**src/rtl/buzzer_score_ctrl.sv**
```systemverilog
// Quiz buzzer controller: three team buttons race for the lock, the host
// judges the winner's answer, and a two-digit BCD score per team is kept
// and shown for the team that last held the lock.
module buzzer_score_ctrl #(
  parameter int ANSWER_TIMEOUT = 500_000_000,
  parameter int MAX_SCORE      = 99
) (
  input  logic       clk_100MHz,
  input  logic       reset,
  input  logic [2:0] buzz,
  input  logic       btn_correct,
  input  logic       btn_wrong,
  input  logic       btn_clear,
  output logic [3:0] ones,
  output logic [3:0] tens,
  output logic [2:0] thousands,
  output logic       locked
);

  localparam int              CNT_W     = (ANSWER_TIMEOUT > 1) ? $clog2(ANSWER_TIMEOUT) : 1;
  localparam logic [CNT_W-1:0] CNT_LAST = CNT_W'(ANSWER_TIMEOUT - 1);
  localparam logic [7:0]      SCORE_MAX = {4'(MAX_SCORE / 10), 4'(MAX_SCORE % 10)};

  typedef enum logic [1:0] {ARMED, LOCKED, HOLD} state_t;

  state_t state, state_nxt;

  // Input bundle: {buzz A, buzz B, buzz C, correct, wrong, clear}
  logic [5:0] raw, in_p0, in_p1, in_p2, rise;
  logic [2:0] buzz_lvl, buzz_rise, winner;
  logic       correct_rise, wrong_rise, clear_rise;

  // Per-team BCD score {tens, ones}; index matches the thousands bit
  logic [2:0][7:0] score;
  logic [7:0]      disp;
  logic [CNT_W-1:0] cnt;

  logic do_lock, do_inc, do_dec, cnt_inc;

  // BCD increment that stops at the configured ceiling
  function automatic logic [7:0] bcd_inc(input logic [7:0] s);
    if (s == SCORE_MAX)      return s;
    else if (s[3:0] == 4'd9) return {s[7:4] + 4'd1, 4'd0};
    else                     return {s[7:4], s[3:0] + 4'd1};
  endfunction

  // BCD decrement that stops at zero
  function automatic logic [7:0] bcd_dec(input logic [7:0] s);
    if (s == 8'h00)          return s;
    else if (s[3:0] == 4'd0) return {s[7:4] - 4'd1, 4'd9};
    else                     return {s[7:4], s[3:0] - 4'd1};
  endfunction

  assign raw = {buzz, btn_correct, btn_wrong, btn_clear};

  // Two-flop synchronizer followed by a delay flop for edge detection
  always_ff @(posedge clk_100MHz or posedge reset) begin
    if (reset) begin
      in_p0 <= '0;
      in_p1 <= '0;
      in_p2 <= '0;
    end else begin
      in_p0 <= raw;
      in_p1 <= in_p0;
      in_p2 <= in_p1;
    end
  end

  assign rise         = in_p1 & ~in_p2;
  assign buzz_lvl     = in_p1[5:3];
  assign buzz_rise    = rise[5:3];
  assign correct_rise = rise[2];
  assign wrong_rise   = rise[1];
  assign clear_rise   = rise[0];

  // Fixed priority A > B > C among simultaneous presses
  assign winner = buzz_rise[2] ? 3'b100 : (buzz_rise[1] ? 3'b010 : 3'b001);

  // FSM state register
  always_ff @(posedge clk_100MHz or posedge reset) begin
    if (reset) state <= ARMED;
    else       state <= state_nxt;
  end

  // FSM next state and datapath strobes; clear overrides everything
  always_comb begin
    state_nxt = state;
    do_lock   = 1'b0;
    do_inc    = 1'b0;
    do_dec    = 1'b0;
    cnt_inc   = 1'b0;
    if (clear_rise) begin
      state_nxt = ARMED;
    end else begin
      case (state)
        ARMED: begin
          if (|buzz_rise) begin
            do_lock   = 1'b1;
            state_nxt = LOCKED;
          end
        end
        LOCKED: begin
          if (correct_rise) begin
            do_inc    = 1'b1;
            state_nxt = HOLD;
          end else if (wrong_rise) begin
            do_dec    = 1'b1;
            state_nxt = HOLD;
          end else if (cnt == CNT_LAST) begin
            state_nxt = ARMED;
          end else begin
            cnt_inc = 1'b1;
          end
        end
        HOLD: begin
          if (buzz_lvl == 3'b000) state_nxt = ARMED;
        end
        default: state_nxt = ARMED;
      endcase
    end
  end

  // Answer timeout counter, restarted on every lock
  always_ff @(posedge clk_100MHz or posedge reset) begin
    if (reset)        cnt <= '0;
    else if (do_lock) cnt <= '0;
    else if (cnt_inc) cnt <= cnt + CNT_W'(1);
  end

  // Score bank: judgement applies only to the team shown in thousands
  always_ff @(posedge clk_100MHz or posedge reset) begin
    if (reset) begin
      score <= '0;
    end else if (clear_rise) begin
      score <= '0;
    end else begin
      for (int i = 0; i < 3; i++) begin
        if (thousands[i] && do_inc)      score[i] <= bcd_inc(score[i]);
        else if (thousands[i] && do_dec) score[i] <= bcd_dec(score[i]);
      end
    end
  end

  assign disp = thousands[2] ? score[2] : (thousands[1] ? score[1] : score[0]);

  // Registered display and lock indicator
  always_ff @(posedge clk_100MHz or posedge reset) begin
    if (reset) begin
      thousands <= 3'b100;
      locked    <= 1'b0;
      ones      <= 4'd0;
      tens      <= 4'd0;
    end else begin
      if (clear_rise)   thousands <= 3'b100;
      else if (do_lock) thousands <= winner;
      locked <= (state_nxt == LOCKED);
      ones   <= disp[3:0];
      tens   <= disp[7:4];
    end
  end

endmodule
```
**config.mk**
```make
export PLATFORM = sky130hd
export DESIGN_NAME = buzzer_score_ctrl
export DESIGN_NICKNAME = d
export VERILOG_FILES = /design/src/rtl/buzzer_score_ctrl.sv
export SDC_FILE = /design/constraint.sdc
export NUM_CORES = 1
export LEC_CHECK = 0
export BUFFER_PORTS_ARGS = -buffer_cell sky130_fd_sc_hd__buf_2
export CAP_MARGIN = 0
export CORE_ASPECT_RATIO = 0.6
export CORE_MARGIN = 4
export CORE_UTILIZATION = 45
export CTS_BUF_LIST = sky130_fd_sc_hd__clkbuf_8 sky130_fd_sc_hd__clkbuf_16
export DETAILED_ROUTE_END_ITERATION = 7
export HOLD_SLACK_MARGIN = 0.02
export PLACE_DENSITY = 0.69
export SLEW_MARGIN = 20
export SYNTH_ARGS = -nofsm -noshare
export SYNTH_HDL_FRONTEND = slang
export SYNTH_SLANG_ARGS = --single-unit
```
**constraint.sdc**
```tcl
create_clock -name clk_100MHz -period 2.75 [get_ports clk_100MHz]
set_input_delay 0.275 -clock clk_100MHz [delete_from_list [all_inputs] [get_ports clk_100MHz]]
set_output_delay 0.275 -clock clk_100MHz [all_outputs]
set_load 0.01 [all_outputs]
```
==> implementation parameters <==
Parameter                              Value

Power
  Leakage    2.44 nW
  Part of the power in combinational logic    37.9%
  Share of total power in sequential cells    38.5%
  Design internal power    0.00296 W
  Net Switching    0.00202 W
  Clk network pwr share    23.6%
  Power density normalized to cell area    870 nW/µm²
  Net switching fraction of the power    40.6%
  Largest voltage drop on the vdd net    409 µV

Yosys
  Post-synthesis cell count    547
  List of most frequent post-synthesis cells    84 x sky130_fd_sc_hd__dfrtp_1, 49 x sky130_fd_sc_hd__nand2_1, 31 x sky130_fd_sc_hd__nor2_1
  Post-synthesis instance area    5140 µm²
  Number of enable-type register cells in the synthesized netlist    0
  Netlist cell types    72
  Top-area cell type share of the netlist area    40.9%
  Top cells by area, synth    sky130_fd_sc_hd__dfrtp_1 41%, sky130_fd_sc_hd__ha_1 5.4%, sky130_fd_sc_hd__nand2_1 3.6%
  Post-synth top flop    sky130_fd_sc_hd__dfrtp_1
  Async SR Flop Fraction    100%
  Sequential-to-total area share from yosys stat    41.4%
  Total nets after synthesis    577
  Library cell with the highest instance count after synthesis    sky130_fd_sc_hd__dfrtp_1
  Syn avg cell area    9.39 µm²
  Synth warn    0
  Number of storage elements in the synthesis netlist    85
  Most area-hungry cell type in the Yosys netlist    sky130_fd_sc_hd__dfrtp_1

Drt
  Total via count in the routed design    4,429
  Routed WL    12,600 µm
  Per-cell routed wire length    17.7 µm
  DR pass1 iterations    5
  Number of design-rule violations left by the first detailed-router iteration    476
  DRC violations left    0
  Number of routed nets with antenna violations    0
  Vias per std cell    6.21

STA
  Hold Violations, Final    0
  Slew Limit Fails    0
  Setup TNS Final    0 ps
  Unrepaired setup endpoints after global routing    false
  Final number of setup-violating endpoints    0
  Worst Clk Skew    7.21 ps
  Setup ws final    329 ps
  Min Clock Period, post-route    2420 ps
  Worst slew slack as a fraction of its limit    58.2%
  Portion of the clock cycle consumed by the worst path in the final layout    88.0%
  Max Freq    0.413 GHz
  Slew at the pin with the worst max-slew slack    627 ps

Floorplan
  Die area    13,200 µm²
  Standard-cell rows    29
  Vertical die dimension    90.8 µm
  I/O Pins    20
  Area of the placeable core    10,800 µm²
  Die Span X    146 µm
  Initial core utilization    47.4%

Global route
  Number of antenna violations at the first check in global routing    0
  Maximum number of pins on one net before global-route repair    56
  Wire length of the first global-routing pass    21,200 µm
  Combined global-route utilization of all metal layers    19.5%
  Total global routing overflow    0
  Number of global-route vias before repair    4,015

Setup path
  Critical path endpoint category    register
  Worst EP arrival    2650 ps
  Worst path required time    2980 ps
  Crit start category    register
  Number of cells on the worst reg-to-reg path    5
  Crit Reg-Reg Endpoint    score[20]$_DFFE_PP0P_
  Critical register-to-register path startpoint    thousands[2]$_DFFE_PP1P_
  Worst setup path class    reg2reg
  Register-to-Register Setup Slack    330 ps
  Critical-path maximum fanout    21

Finish
  Fraction of final layout cells with drive strength greater than 1    13.2%
  Synthesis-to-layout area growth    11.5%
  Non-filler cells, final    713
  Core utilization of the finished layout    52.8%
  Sequential cell area    2130 µm²
  Post-route design area    5730 µm²
  Total area of multi-input combinational cells    2790 µm²
  Filler Cell Count    946
  Antenna Diode Count    0
  Count of nets after finishing    599

Placement
  Post-detailed-placement cell area    5420 µm²
  Placer's final routability congestion estimate    0.901
  Dpl cells    695
  Port Buffer Count    19
  Post-DP HPWL    9170 µm
  Worst slack at placement    366 ps

Clock tree
  Clock slew at reported path FFs    70 ps
  TritonCTS clock tree    built
  Master cell of the clock root buffer    sky130_fd_sc_hd__clkbuf_16
  Number of buffers added by the clock tree synthesis step    9
  Post-CTS setup buffer count    0
  Hold-fix buffer count after cts    1
  Post-CTS resize count    0
  CTS H-tree lvls    3
  Clock Path Buffers    2
  CTS sink count    85
  Later-pin clock latency in the skew report    340 ps

Worst hold path
  Worst hold path stage count    1
  Hold Path Class    in2reg
  Worst Hold Endpoint    in_p0[2]$_DFF_PP0_
  Beginning of the worst hold path    btn_correct

Outcome
  Outcome    complete, no violations

Job
  MaxCap Viol Count    0
[cell usage in the layout, fill, tap and decap left out, drive strengths merged, types with 9 or more instances in the layout]
cell,netlist,routed
mux2i,12,12
o211ai,12,12
nor3,17,17
o31ai,20,20
inv,21,23
o21ai,28,28
nor2,31,31
a21oi,26,26
or3,10,10
dfrtp,84,84
buf,16,36
nand4,18,18
ha,22,22
nand3,28,28
nand2,49,49
mux2,9,9
clkbuf,11,10
[kinds of logic after synthesis]
group	Yosys count	synth area share (%)
AOI/OAI and AO/OA	138	18.5
xor gates and xnor gates	9	1.53
adders and majority gates	22	5.36
buffers and inverters	48	4.26
DFF	85	41.4
muxes	21	4.31
and+or+nand+nor	224	24.6
[flip-flops by register name (all words and copies together), names as in the netlist]
| register | flops |
|---|---|
| cnt | 29 |
| in_p0 | 6 |
| in_p1 | 6 |
| in_p2 | 6 |
| locked | 1 |
| ones | 4 |
| score | 24 |
| state | 2 |
| tens | 4 |
| thousands | 3 |
[stage by stage]
stage                     hold slack (ps)  total power, W
after floorplan                       306         0.00320
after global placement                329         0.00374
after detailed placement              335         0.00377
after CTS                            22.7         0.00497
after global routing                 24.5         0.00532
final                                36.3         0.00498
[area by class of cell]
type,instances,share of cell area (%)
clock inverter,6,0.787
clock buffer,10,4.17
tap,139,3.04
timing repair buffer,38,4.68
sequential,85,37.2
inverter,21,1.40
multi-input combinational,414,48.8
[routing by layer]
layer  share of wire, %  GRT usage [%]  vias to the layer above  wire length (µm)
met5                  0              0                        -                 0
met4               0.88           4.11                        0               111
met3                8.4           4.56                       13              1060
met2                 39           25.1                      192              4950
met1                 52           32.1                     2122              6520
li1                   -              -                     2102                 -
[worst max path at each step]
stage / end / slack [ps] / cells past startpoint / start
2_1_floorplan: cnt[0]$_DFFE_PP0P_ / 280 / 1 / reset
3_3_place_gp: score[20]$_DFFE_PP0P_ / 440 / 5 / thousands[2]$_DFFE_PP1P_
3_5_place_dp: score[20]$_DFFE_PP0P_ / 370 / 5 / thousands[2]$_DFFE_PP1P_
4_1_cts: score[20]$_DFFE_PP0P_ / 360 / 5 / thousands[2]$_DFFE_PP1P_
5_1_grt: score[20]$_DFFE_PP0P_ / 150 / 5 / thousands[2]$_DFFE_PP1P_
6_report: score[20]$_DFFE_PP0P_ / 330 / 5 / thousands[2]$_DFFE_PP1P_
[power groups by stage]
stage / Sequential, W / Combinational (W) / Clock, W
4_1_cts: 0.00191 / 0.00186 / 0.00120
3_3_place_gp: 0.00192 / 0.00182 / 0
5_1_grt: 0.00198 / 0.00211 / 0.00124
3_5_place_dp: 0.00193 / 0.00184 / 0
2_1_floorplan: 0.00177 / 0.00143 / 0
6_report: 0.00192 / 0.00189 / 0.00118
[critical path, stage by stage, from the launching register on]
cell	delay (ps)
sky130_fd_sc_hd__dfstp_2	720
sky130_fd_sc_hd__nand3b_1	180
sky130_fd_sc_hd__o21ai_0	450
sky130_fd_sc_hd__a21o_1	180
sky130_fd_sc_hd__nor3b_1	390
sky130_fd_sc_hd__mux2_2	390
Note: power is estimated with default switching activity, not from simulation.
